[src/rtl/mem_ctrl.sv]
// Single-port byte-wide RAM controller arbitrating between instruction fetch and the MEM stage.
// Words are serialised little-endian; writes to the I/O window wait while the UART buffer is full.
module mem_ctrl #(
  parameter int         ADDR_W = 32,
  parameter logic [1:0] IO_HI  = 2'b11
) (
  input  logic              clk_in,
  input  logic              rst_in,
  input  logic              rdy_in,
  input  logic              if_req,
  input  logic [ADDR_W-1:0] if_addr,
  input  logic              if_clear,
  output logic              if_done,
  output logic [31:0]       if_inst,
  input  logic              mem_req,
  input  logic              mem_we,
  input  logic [1:0]        mem_len,
  input  logic [ADDR_W-1:0] mem_addr,
  input  logic [31:0]       mem_wdata,
  output logic              mem_done,
  output logic [31:0]       mem_rdata,
  input  logic [7:0]        ram_din,
  output logic [7:0]        ram_dout,
  output logic [ADDR_W-1:0] ram_a,
  output logic              ram_wr,
  input  logic              io_buffer_full
);

  typedef enum logic [1:0] {IDLE, RD, WR} state_t;

  state_t            state;
  logic              owner_if;
  logic [ADDR_W-1:0] base;
  logic [2:0]        n;
  logic [2:0]        k;
  logic [31:0]       wdata;
  logic [31:0]       rbuf;
  logic              wr_q;
  logic              if_done_q;
  logic              mem_done_q;

  logic [2:0]        len_n;
  logic [ADDR_W-1:0] wr_addr;
  logic              stall_wr;
  logic              stall_acc;
  logic [1:0]        cap_idx;
  logic [31:0]       rmerged;
  logic [7:0]        wbyte;

  always_comb begin
    len_n     = (mem_len == 2'b00) ? 3'd1 : (mem_len == 2'b01) ? 3'd2 : 3'd4;
    wr_addr   = base + ADDR_W'(k);
    stall_wr  = (wr_addr[17:16] == IO_HI) && io_buffer_full;
    stall_acc = (mem_addr[17:16] == IO_HI) && io_buffer_full;
    wbyte     = wdata[{k[1:0], 3'b000} +: 8];
    // Byte k-2 arrives on ram_din at the edge with counter k; merge it so
    // the final byte can be returned on the same edge it is captured.
    cap_idx   = 2'(k - 3'd2);
    rmerged   = rbuf;
    rmerged[{cap_idx, 3'b000} +: 8] = ram_din;
  end

  // A frozen (rdy_in low) cycle must not write RAM or signal completion.
  assign ram_wr   = wr_q & rdy_in;
  assign if_done  = if_done_q & rdy_in;
  assign mem_done = mem_done_q & rdy_in;

  always_ff @(posedge clk_in or negedge rst_in) begin
    if (!rst_in) begin
      state      <= IDLE;
      owner_if   <= 1'b0;
      base       <= '0;
      n          <= '0;
      k          <= '0;
      wdata      <= '0;
      rbuf       <= '0;
      wr_q       <= 1'b0;
      if_done_q  <= 1'b0;
      mem_done_q <= 1'b0;
      if_inst    <= '0;
      mem_rdata  <= '0;
      ram_dout   <= '0;
      ram_a      <= '0;
    end else if (rdy_in) begin
      if_done_q  <= 1'b0;
      mem_done_q <= 1'b0;
      unique case (state)
        IDLE: begin
          wr_q <= 1'b0;
          if (mem_req) begin
            owner_if <= 1'b0;
            base     <= mem_addr;
            n        <= len_n;
            wdata    <= mem_wdata;
            rbuf     <= '0;
            if (mem_we) begin
              state <= WR;
              if (stall_acc) begin
                k <= 3'd0;
              end else begin
                ram_a    <= mem_addr;
                ram_dout <= mem_wdata[7:0];
                wr_q     <= 1'b1;
                k        <= 3'd1;
              end
            end else begin
              state <= RD;
              ram_a <= mem_addr;
              k     <= 3'd1;
            end
          end else if (if_req && !if_clear) begin
            owner_if <= 1'b1;
            base     <= if_addr;
            n        <= 3'd4;
            rbuf     <= '0;
            state    <= RD;
            ram_a    <= if_addr;
            k        <= 3'd1;
          end
        end
        RD: begin
          if (owner_if && if_clear) begin
            state <= IDLE;
          end else begin
            if (k < n) ram_a <= base + ADDR_W'(k);
            if (k >= 3'd2) rbuf <= rmerged;
            if (k == n + 3'd1) begin
              state <= IDLE;
              if (owner_if) begin
                if_done_q <= 1'b1;
                if_inst   <= rmerged;
              end else begin
                mem_done_q <= 1'b1;
                mem_rdata  <= rmerged;
              end
            end
            k <= k + 3'd1;
          end
        end
        WR: begin
          if (k == n) begin
            wr_q       <= 1'b0;
            mem_done_q <= 1'b1;
            state      <= IDLE;
          end else if (stall_wr) begin
            wr_q <= 1'b0;
          end else begin
            ram_a    <= wr_addr;
            ram_dout <= wbyte;
            wr_q     <= 1'b1;
            k        <= k + 3'd1;
          end
        end
        default: state <= IDLE;
      endcase
    end
  end

endmodule

[config.mk]
export PLATFORM = sky130hd
export DESIGN_NAME = mem_ctrl
export DESIGN_NICKNAME = d
export VERILOG_FILES = /design/src/rtl/mem_ctrl.sv
export SDC_FILE = /design/constraint.sdc
export NUM_CORES = 1
export LEC_CHECK = 0
export CAP_MARGIN = 5
export CORE_UTILIZATION = 50
export CTS_BUF_LIST = sky130_fd_sc_hd__clkbuf_16
export CTS_CLUSTER_SIZE = 28
export DETAILED_ROUTE_END_ITERATION = 6
export GPL_ROUTABILITY_DRIVEN = 1
export HOLD_SLACK_MARGIN = 0.06
export PLACE_DENSITY_LB_ADDON = 0.08
export SLEW_MARGIN = 20
export SYNTH_ARGS = -nofsm -noshare
export SYNTH_HDL_FRONTEND = slang
export SYNTH_SLANG_ARGS = --single-unit
[constraint.sdc]
create_clock -name clk_in -period 6.6 [get_ports clk_in]
set_clock_uncertainty 0.1 [all_clocks]
set_input_delay 1.32 -clock clk_in [delete_from_list [all_inputs] [get_ports clk_in]]
set_output_delay 1.32 -clock clk_in [all_outputs]
set_load 0.02 [all_outputs]
==> flow_metrics.py <==
metrics = {
    "setup_path": {
        "critPathKind": "in -> out",
        "cp_data_required_time_ns": 5.18,
        "critical-path-top-delay-family": "buffers and inverters",
        "arrival_time_of_data_at_the_critical_path_endpoint_ns": 3.13,
        "sequence_of_cells_on_the_critical_path": "clkdlybuf4s50_1 > and2_1 > clkdlybuf4s50_1",
        "delay_contributed_by_the_slowest_stage_of_the_critical_path_ns": 0.92,
        "critical_path_peak_fanout": 17,
        "path_buf_inv": 2,
        "crit_slowest_cell": "clkdlybuf4s50_1",
        "crit_top_cell": "clkdlybuf4s50_1",
        "endpoint_kind": "primary output",
        "start_kind": "input port",
    },
    "final_layout": {
        "layout_commonest_cell": "clkdlybuf4s50_1",
        "insertedDiodeCount": 0,
        "most-common-layout-cells": "218 x clkdlybuf4s50_1, 212 x dfrtp_1, 127 x nand2_1, 112 x o21ai_0",
        "final_core_util_pct": 66.24,
        "area.growth.synth_to_final_pct": 28.17,
        "layout.nets": 1290,
        "post_route_cells_drive_above_1_share_pct": 11.95,
    },
    "sta": {
        "fin_crit_sh_pct": 68.98,
        "slew_violations": 0,
        "final_period_minus_worst_setup_slack_ns": 4.552,
        "report.final.hold_viol_count": 0,
        "tightest_slew_ns": 1.007,
        "slew_headroom_pct": 32.37,
        "upper_clock_frequency_limit_mhz": 219.7,
        "worst_slack_ns": 2.048,
        "fin_tns_setup_ns": 0,
        "setup_repair_after_global_routing_missed_its_margin": "false",
        "setup_violations": 0,
    },
    "clock_tree": {
        "total_clock_buffers_created_by_cts": 23,
        "clk_pin_slew_ns": 0.06,
        "cts-resized-gates": 0,
        "cts.path.max_buffers": 3,
        "clock_insertion_delay_worst_skew_ns": 0.51,
        "cts_tree": "built",
        "cts.hold.buffers_added": 0,
        "clock_sinks": 212,
        "clock-root-buffer": "clkbuf_16",
        "htreeDepth": 1,
        "setup_fix_bufs_post_cts": 0,
    },
    "floorplan": {
        "chipWidth_um": 147.5,
        "fp.dieArea_um2": 21770,
        "fp.dieH_um": 147.5,
        "core_area_um2": 20490,
        "start_util_pct": 51.68,
        "top_ports": 221,
        "placementRows": 52,
    },
    "logic_synthesis": {
        "synthTopCellsByArea": "dfrtp_1 50%, mux2_2 6.4%, mux2i_1 5.7%, o21ai_0 5.3%, nand2_1 4.5%",
        "synth.largest_area_cell": "dfrtp_1",
        "postSynthRegisterBits": 212,
        "yosys.area.top_type_share_pct": 50.09,
        "synth.net_count": 1102,
        "synth_edf_count": 0,
        "synth.lib_cells_used.distinct": 57,
        "synth_warnings": 0,
        "ys.flop_type": "dfrtp_1",
        "syn_inst": 970,
        "synth.cell_area_um2": 10590,
        "synth_sequential_area_ratio_pct": 50.09,
        "async_reset_ff_share_pct": 100.0,
        "syn-mean-instance-area_um2": 10.92,
    },
    "global_route": {
        "grt.met3_usage_pct": 4.074,
        "grt_pass1_wl_mm": 40.64,
        "grt_max_degree": 109,
        "global_route.usage.met2_pct": 37.52,
        "globalRouteOverflowTotal": 0,
        "global_route.usage.met1_pct": 32.58,
        "gr-usage-all-layers_pct": 23.12,
        "initial_antenna_violation_count": 0,
        "grt_pass1_vias": 7582,
        "grt_busiest_layer": "met2",
    },
    "power_and_ir_drop": {
        "ir_drop_mv": 0.2761,
        "pwr_density_cell_nw_per_um2": 431.9,
        "static_leakage_nw": 6.108,
    },
    "detailed_routing": {
        "vias_per_cell": 5.347,
        "route.antenna.remaining_nets": 0,
        "firstDrtPassIters": 4,
        "totalWireLength_mm": 24.36,
        "drcViolationCount": 0,
        "wl_per_cell_um": 16.89,
        "route.vias.total": 7710,
        "detailedRoute.firstIterationViolations": 343,
    },
    "placement": {
        "post_dp_hpwl_mm": 16.86,
        "dpl_worst_slack_ns": 1.860,
        "io_buf_count": 220,
        "gp_congestion": 0.7915,
    },
    "flow_run": {
        "timing.max_cap.violations": 0,
    },
    "worst_hold_path": {
        "min-delay-path-class": "reg -> reg",
    },
    "outcome": {
        "outcome": "finished clean",
    },
}
tightest hold or removal path, cell delays in order, from the launching register on:
cell     delay [ns]
dfrtp_1        0.34
nand2_1        0.04
o21ai_0        0.06
sequential cells by signal, indices dropped and copies added (netlist names), 2 cells and up:
name and flops:
base 32, if_inst 32, mem_rdata 32, ram_a 32, rbuf 32, wdata 32
ram_dout 8, k 3, n 3, state 2
path summary, 6_finish.rpt:
kind | from | endpoint | slack (ns) | depth (start not counted)
min in group asynchronous | rst_in | mem_rdata[2] | 0.75 | 1
max | rdy_in | ram_wr | 2.05 | 3
max reg2reg | k[0] | ram_a[18] | 2.27 | 11
min | mem_rdata[3] | mem_rdata[3] | 0.38 | 2
max in group asynchronous | rst_in | wdata[4] | 4.33 | 2
min reg2reg | mem_rdata[3] | mem_rdata[3] | 0.38 | 2
cells in the mapped netlist (2+ instances only):
library cell / number
mux4_2: 8
buf_6: 3
and2_1: 5
nor3_1: 3
a22o_1: 32
nand4_1: 8
buf_2: 5
a21oi_1: 40
o21a_1: 2
mux2_2: 60
nand2b_1: 3
clkbuf_1: 46
nand2_1: 127
and4_1: 3
ha_1: 17
and3_1: 6
xor2_1: 17
xnor2_1: 15
buf_1: 4
a21oi_2: 2
clkbuf_2: 8
mux2i_1: 60
o21ai_0: 112
nor2b_1: 41
mux2_4: 20
o31ai_1: 4
nor2_1: 15
nand3_1: 13
inv_1: 19
a31oi_1: 3
a21o_1: 31
dfrtp_1: 212
nor4b_2: 2
kinds of logic (layout without fill, tap and decap cells):
family	after synthesis	in the layout	synth area share [%]
compound gates	236	236	13.64
xor+xnor	32	32	2.646
fa+ha+maj	18	18	2.197
buf+inv	86	288	3.414
flops	212	212	50.09
mux	149	149	16.69
simple gates	237	237	11.32
final cells by class:
cell class / count / area, um^2
timing repair buffer: 229 / 2270
tap: 270 / 337.8
sequential: 212 / 5305
multi-input combinational: 672 / 4942
clock buffer: 23 / 575.6
fill: 1697 / 6919
inverter: 20 / 75.07
clock inverter: 16 / 70.07
report_power, final:
part           switching [mW]  internal [mW]
Combinational            1.25           1.31
Sequential              0.373           1.80
Clock                   0.497          0.627
per-stage QoR:
step / cells / total power, mW / cell area, um^2 / hold slack [ns]
final: 1442 / 5.863 / 13580 / 0.3755
after global routing: 1442 / 6.257 / 13580 / 0.3993
after CTS: 1442 / 5.908 / 13570 / 0.3813
after detailed placement: 1403 / 4.756 / 12920 / 0.3688
after global placement: 1403 / 4.694 / 12920 / 0.3599
after floorplan: 970 / 3.893 / 10590 / 0.3498
routing by layer:
layer / up-vias / share of wire (%)
met3: 34 / 4.7
met4: 0 / 1.8
met2: 198 / 47
met5: - / 0
met1: 3706 / 46
li1: 3772 / -
(Power assumes the default switching activity.)
